### src/rtl/common_pkg.sv
`default_nettype none
// +----------------------------------------------------------------------+
// | Package : common_pkg                                                 |
// | Brief   : Project-wide shared types (single-bit strobe encoding).    |
// | Rev     : 1.0  initial release                                       |
// +----------------------------------------------------------------------+
package common_pkg;

    // Single-bit strobe/flag encoding used for grants, responses and flags
    typedef enum logic {
        SIG_LO = 1'b0,
        SIG_HI = 1'b1
    } onebit_sig_e;

endpackage : common_pkg
`default_nettype wire

### src/rtl/core_pkg.sv
`default_nettype none
// +----------------------------------------------------------------------+
// | Package : core_pkg                                                   |
// | Brief   : Core-side types for the instruction/data memory arbiter.   |
// | Rev     : 1.0  initial release                                       |
// +----------------------------------------------------------------------+
package core_pkg;

    // Arbiter FSM: REQ_x holds a locked request, WAIT_x awaits the response
    typedef enum logic [2:0] {
        IDLE   = 3'd0,
        REQ_I  = 3'd1,
        REQ_D  = 3'd2,
        WAIT_I = 3'd3,
        WAIT_D = 3'd4
    } arb_state_e;

    // Which requester currently owns the shared memory port
    typedef enum logic {
        OWN_I = 1'b0,
        OWN_D = 1'b1
    } arb_owner_e;

endpackage : core_pkg
`default_nettype wire

### src/rtl/mem_port_arbiter.sv
`default_nettype none
// +----------------------------------------------------------------------+
// | Module  : mem_port_arbiter                                           |
// | Brief   : Shares one memory port between instruction fetch and       |
// |           load/store. Data has priority, with a starvation limit     |
// |           for fetch. One transaction outstanding; flush drops a      |
// |           pending instruction response.                              |
// | Rev     : 1.0  initial release                                       |
// +----------------------------------------------------------------------+
module mem_port_arbiter
    import core_pkg::*;
    import common_pkg::*;
#(
    parameter int STARVE_LIMIT = 4
) (
    input  logic        clk_i,
    input  logic        reset_i,
    input  logic        flush_i,
    // instruction fetch port
    input  logic        i_req_i,
    input  logic [31:0] i_addr_i,
    output logic        i_gnt_o,
    output logic        i_rvalid_o,
    output logic [31:0] i_rdata_o,
    // load/store port
    input  logic        d_req_i,
    input  logic        d_we_i,
    input  logic [3:0]  d_be_i,
    input  logic [31:0] d_addr_i,
    input  logic [31:0] d_wdata_i,
    output logic        d_gnt_o,
    output logic        d_rvalid_o,
    output logic [31:0] d_rdata_o,
    // shared memory port
    output logic        m_req_o,
    output logic        m_we_o,
    output logic [3:0]  m_be_o,
    output logic [31:0] m_addr_o,
    output logic [31:0] m_wdata_o,
    input  logic        m_gnt_i,
    input  logic        m_rvalid_i,
    input  logic [31:0] m_rdata_i
);

    localparam int                 c_CNT_W   = $clog2(STARVE_LIMIT + 1);
    localparam logic [c_CNT_W-1:0] c_CNT_MAX = c_CNT_W'(STARVE_LIMIT);
    localparam logic [c_CNT_W-1:0] c_CNT_ONE = c_CNT_W'(1);

    arb_state_e         r_state;
    logic [c_CNT_W-1:0] r_starve_cnt;
    onebit_sig_e        r_drop;

    logic        w_active;
    arb_owner_e  w_owner;
    onebit_sig_e w_i_gnt;
    onebit_sig_e w_d_gnt;
    onebit_sig_e w_i_rvalid;
    onebit_sig_e w_d_rvalid;

    // Pick the owner of the memory port: fresh arbitration in IDLE, locked owner in REQ_x
    always_comb begin
        w_active = 1'b0;
        w_owner  = OWN_D;
        case (r_state)
            IDLE: begin
                if (i_req_i || d_req_i) begin
                    w_active = 1'b1;
                    // Fetch wins when alone, or when data has hogged the port long enough
                    if (i_req_i && (!d_req_i || (r_starve_cnt == c_CNT_MAX))) begin
                        w_owner = OWN_I;
                    end
                end
            end
            REQ_I: begin
                w_active = 1'b1;
                w_owner  = OWN_I;
            end
            REQ_D: begin
                w_active = 1'b1;
                w_owner  = OWN_D;
            end
            default: begin
                w_active = 1'b0;
                w_owner  = OWN_D;
            end
        endcase
        if (reset_i) begin
            w_active = 1'b0;
        end
    end

    // Memory request mux, grant routing and response steering
    always_comb begin
        m_req_o   = w_active;
        m_we_o    = 1'b0;
        m_be_o    = 4'b0000;
        m_addr_o  = 32'h0;
        m_wdata_o = 32'h0;
        if (w_active) begin
            if (w_owner == OWN_I) begin
                m_be_o   = 4'b1111;
                m_addr_o = i_addr_i;
            end else begin
                m_we_o    = d_we_i;
                m_be_o    = d_be_i;
                m_addr_o  = d_addr_i;
                m_wdata_o = d_wdata_i;
            end
        end

        w_i_gnt = onebit_sig_e'(w_active && (w_owner == OWN_I) && m_gnt_i);
        w_d_gnt = onebit_sig_e'(w_active && (w_owner == OWN_D) && m_gnt_i);

        // A flush arriving together with the response also kills it, so a
        // flushed fetch never leaks into the pipeline
        w_i_rvalid = onebit_sig_e'(!reset_i && (r_state == WAIT_I) && m_rvalid_i &&
                                   (r_drop == SIG_LO) && !flush_i);
        w_d_rvalid = onebit_sig_e'(!reset_i && (r_state == WAIT_D) && m_rvalid_i);

        i_gnt_o    = w_i_gnt;
        d_gnt_o    = w_d_gnt;
        i_rvalid_o = w_i_rvalid;
        d_rvalid_o = w_d_rvalid;
        i_rdata_o  = (w_i_rvalid == SIG_HI) ? m_rdata_i : 32'h0;
        d_rdata_o  = (w_d_rvalid == SIG_HI) ? m_rdata_i : 32'h0;
    end

    // FSM, starvation counter and flush drop flag
    always_ff @(posedge clk_i or posedge reset_i) begin
        if (reset_i) begin
            r_state      <= IDLE;
            r_starve_cnt <= '0;
            r_drop       <= SIG_LO;
        end else begin
            // Starvation only accumulates while a fetch is actually waiting
            if (!i_req_i || (w_i_gnt == SIG_HI)) begin
                r_starve_cnt <= '0;
            end else if ((w_d_gnt == SIG_HI) && (r_starve_cnt != c_CNT_MAX)) begin
                r_starve_cnt <= r_starve_cnt + c_CNT_ONE;
            end

            if ((w_i_gnt == SIG_HI) && flush_i) begin
                r_drop <= SIG_HI;
            end else if (r_state == WAIT_I) begin
                if (m_rvalid_i) begin
                    r_drop <= SIG_LO;
                end else if (flush_i) begin
                    r_drop <= SIG_HI;
                end
            end

            case (r_state)
                IDLE: begin
                    if (w_active) begin
                        if (m_gnt_i) begin
                            r_state <= (w_owner == OWN_I) ? WAIT_I : WAIT_D;
                        end else begin
                            r_state <= (w_owner == OWN_I) ? REQ_I : REQ_D;
                        end
                    end
                end
                REQ_I: begin
                    // A grant in the flush cycle still commits the fetch
                    if (m_gnt_i) begin
                        r_state <= WAIT_I;
                    end else if (flush_i) begin
                        r_state <= IDLE;
                    end
                end
                REQ_D: begin
                    if (m_gnt_i) begin
                        r_state <= WAIT_D;
                    end
                end
                WAIT_I: begin
                    if (m_rvalid_i) begin
                        r_state <= IDLE;
                    end
                end
                WAIT_D: begin
                    if (m_rvalid_i) begin
                        r_state <= IDLE;
                    end
                end
                default: begin
                    r_state <= IDLE;
                end
            endcase
        end
    end

endmodule : mem_port_arbiter
`default_nettype wire

### config.mk
export PLATFORM = sky130hd
export DESIGN_NAME = mem_port_arbiter
export DESIGN_NICKNAME = d
export VERILOG_FILES = /design/src/rtl/common_pkg.sv /design/src/rtl/core_pkg.sv /design/src/rtl/mem_port_arbiter.sv
export SDC_FILE = /design/constraint.sdc
export NUM_CORES = 1
export LEC_CHECK = 0
export BUFFER_PORTS_ARGS = -buffer_cell sky130_fd_sc_hd__clkbuf_2
export CAP_MARGIN = 20
export CORE_AREA = 2 2 106 108
export DETAILED_ROUTE_END_ITERATION = 6
export DIE_AREA = 0 0 108 110
export MAX_ROUTING_LAYER = met4
export SKIP_LAST_GASP = 1
export SLEW_MARGIN = 15
export SYNTH_ARGS = -nofsm -noshare
export SYNTH_HDL_FRONTEND = slang
export SYNTH_SLANG_ARGS = --single-unit
### constraint.sdc
create_clock -name clk_i -period 2.3 [get_ports clk_i]
set_input_delay 0 -clock clk_i [delete_from_list [all_inputs] [get_ports clk_i]]
set_output_delay 0 -clock clk_i [all_outputs]
set_load 0.02 [all_outputs]
==> metrics.md <==
| Metric | Value |
|---|---|
| Post-route antenna net violation count | `0` |
| DR vias/cell | `4.31` |
| Post-Syn Instances | `222` |
| Share of layout cells above drive strength 1 | `61.7%` |
| Max-slew headroom | `62.8%` |
| Dpl cell area | `between 3000 and 4000 µm²` |
| Max Clock Freq | `459 MHz` |
| Maximum level of the CTS H-tree | `1` |
| Tcrit/Tclk final | `94.7%` |
| Sink Count | `7` |
| Final min period | `2180 ps` |
| 1st-iter DRT viols | `115` |
| Worst-path clk slew | `40 ps` |
| Die area | `11,900 µm²` |
| Chip Height | `110 µm` |
| Detailed placement HPWL | `8070 µm` |
| # port buffers | `roughly 280` |
| CP Capture Type | `primary output` |
| Sequential-to-total area share from yosys stat | `10.7%` |
| P&R area growth vs syn | `99.7%` |
| Nets | `638` |
| Setup violators final | `0` |
| GRT overflow | `0` |
| Vias after detailed routing | `2,731` |
| First-pass GRT wire length | `12,500 µm` |
| Num CTS Buffers | `3` |
| Maximum fanout along the worst path | `between 60 and 70` |
| Largest net degree at the start of global routing | `between 60 and 70` |
| Int Pwr | `0.000936 W` |
| Die width | `108 µm` |
| Hold Path Class | `in2reg` |
| Number of max-cap violations | `0` |
| Max stage delay on crit path | `380 ps` |
| Pre-CTS setup slack | `about 340 ps` |
| Switching share of total power | `between 50% and 60%` |
| Critical Path AT | `2180 ps` |
| Cell taking the most area after synthesis | `and2_1` |
| Top cells by area, synth | `and2_1, a22o_1, dfrtp_1` |
| CTS tree | `done` |
| R2R depth | `9` |
| Run status | `completed` |
| Sequential cell fraction of total power | `10.8%` |
| Synth async-reset ratio | `100%` |
| Syn nets | `365` |
| Min-delay src | `flush_i` |
| Logic pwr share | `roughly four fifths` |
| Drt first pass iters | `4` |
| Most common cell in the netlist | `and2_1` |
| Antenna Cells | `0` |
| Cells along the critical path | `inv_1, ha_1, a21bo_2, a211oi_4, buf_12, a22o_1, clkbuf_2` |
| Starting Density | `15.4%` |
| Synthesis-stage register bit count | `7` |
| Core Box Area | `~11,000 µm²` |
| DRC errors left | `0` |
| Final GP Congestion | `0.843` |
| Max-slew violations | `0` |
| Yosys warns | `0` |
| Crit path kind | `reg2out` |
| Core Util, Final | `30.7%` |
| Root buf cell | `clkbuf_8` |
| Top delay family on crit path | `compound AO/OA/AOI/OAI gates` |
| Cell row count | `38` |
| Critical Path Slowest Stage Cell | `a211oi_4` |
| Design area | `3280 µm²` |
| Worst hold path stage count | `2` |
| Post-route insts no fill | `634` |
| Vias in the first global route | `2,488` |
| Crit path buf inv count | `3` |
| Placed insts | `627` |
| # IOs | `between 200 and 300` |
| Post-synth cell types | `37` |
| Hold Path Sink | `r_drop` |
| Yosys top cell area share | `37.7%` |
| Worst EP required | `2300 ps` |
| Fill count | `around 1,200` |
| Max VDD drop | `0.281 mV` |
| Clock buffer depth | `2` |
| Pwr Density | `606 nW/µm²` |
| Post-synth EDFFs | `0` |
| Post-synth top flop | `dfrtp_1` |
| Worst flop-to-flop path startpoint | `r_starve_cnt[0]` |
| Setup slack after layout | `123 ps` |
| Mapped Area | `1640 µm²` |
| Hold_ws | `9.01 ps` |
| RR Endpoint | `r_state[1]` |
| DR WL/cell | `14.6 µm` |
| Crit path launch type | `register` |
| Clk_skew | `about 7.2 ps` |
| Static Leakage | `1.97 nW` |
| Total track usage | `13.7%` |
| Drt total wl | `9270 µm` |
| Initial antenna violation count | `0` |
| Worst-Margin Slew | `553 ps` |
| Top post-synthesis cells by count | `and2_1, a22o_1, clkbuf_1` |
| Clk pwr share | `9.0%` |
| Avg Cell Area, Syn | `7.40 µm²` |
| Final hold vios | `0` |
| Clock latency on the worst-skew pair | `230 ps` |
| Switching power | `0.00105 W` |
| R2R setup slack | `400 ps` |
-- logic make-up (layout without fill, tap and decap cells) --
group	count (synthesis)	after routing	share of synthesized area (%)
AND/OR/NAND/NOR	124	124	46.6
flip-flops	7	7	10.7
buffers and inverters	28	300	7.92
AO/OA/AOI/OAI	57	57	30.5
multiplexers	3	3	1.98
adder cells (fa/ha/maj)	3	3	2.29
-- cell type report --
| class | count | area (µm²) | area share (%) |
|---|---|---|---|
| multi-input cells | 187 | 1350 | 41.3 |
| clock buffers | 4 | 45.0 | 1.37 |
| flip-flops and latches | 7 | 176 | 5.38 |
| well taps | 140 | 175 | 5.34 |
| repair buffers | 289 | 1500 | 45.8 |
| inverters | 7 | 26.3 | 0.801 |
-- flip-flops by register name, indices dropped and copies added, names as in the netlist --
signal,flops
r_starve_cnt,3
r_drop,1
r_state,3
-- worst max-delay path by stage --
stage	to	cells after the start	start	slack (ps)
2_1_floorplan	r_state[1]	7	r_state[0]	350
3_3_place_gp	m_addr_o[17]	9	r_starve_cnt[0]	420
3_5_place_dp	m_addr_o[22]	6	r_state[1]	340
4_1_cts	m_addr_o[22]	6	r_state[1]	70
5_1_grt	m_addr_o[22]	7	r_starve_cnt[0]	-10
6_report	m_addr_o[22]	7	r_starve_cnt[0]	120
-- worst register-to-register path, stage by stage (launching register included) --
cell     delay, ps
dfrtp_1        340
inv_1           70
ha_1           230
a21bo_2        240
a21o_1         170
inv_1           50
ha_1           210
mux2i_1        140
nor3_1          60
mux2_2         270
-- power by group through the flow --
| stage | clock network, W | registers (W) | logic, W |
|---|---|---|---|
| global placement | 0 | 0.000204 | 0.00156 |
| floorplan | 0 | 0.000178 | 0.00104 |
| global route | 0.000198 | 0.000220 | 0.00173 |
| detailed placement | 0 | 0.000208 | 0.00159 |
| finish | 0.000178 | 0.000214 | 0.00159 |
| CTS | 0.000186 | 0.000207 | 0.00159 |
-- layout by cell type, fill, tap and decap left out, types with 2 or more instances in the layout --
| cell type | n |
|---|---|
| a21o_1 | 2 |
| a21oi_1 | 3 |
| a22o_1 | 33 |
| a31o_2 | 4 |
| and2_1 | 99 |
| buf_12 | 2 |
| buf_4 | 9 |
| clkbuf_2 | 277 |
| clkbuf_8 | 3 |
| dfrtp_1 | 6 |
| ha_1 | 3 |
| inv_1 | 7 |
| mux2_2 | 2 |
| nand2_1 | 4 |
| nand4_1 | 2 |
| nor2_1 | 5 |
| nor2b_1 | 2 |
| nor3_1 | 2 |
| nor3b_2 | 2 |
| o21a_1 | 4 |
| or3_1 | 2 |
-- what timing repair did --
item	in CTS	in global routing
gates resized for setup	0	2
setup buffers	0	2
setup endpoints to repair	0	65
hold buffers	1	0
endpoints found under the hold margin	7	0
-- stage by stage --
stage | power, W | setup TNS, ps
after floorplan | 0.00122 | 0
after global placement | 0.00177 | 0
after detailed placement | 0.00179 | 0
after CTS | 0.00199 | 0
after global routing | 0.00214 | -22.8
final | 0.00199 | 0
-- routing by layer --
layer,vias up,GRT usage [%],share of wire (%)
li1,1315,-,-
met1,1234,15.7,37
met2,178,26.2,53
met3,4,1.65,9.2
met4,0,1.65,0.44
met5,-,-,0
Power figures use the tool's default switching activity.
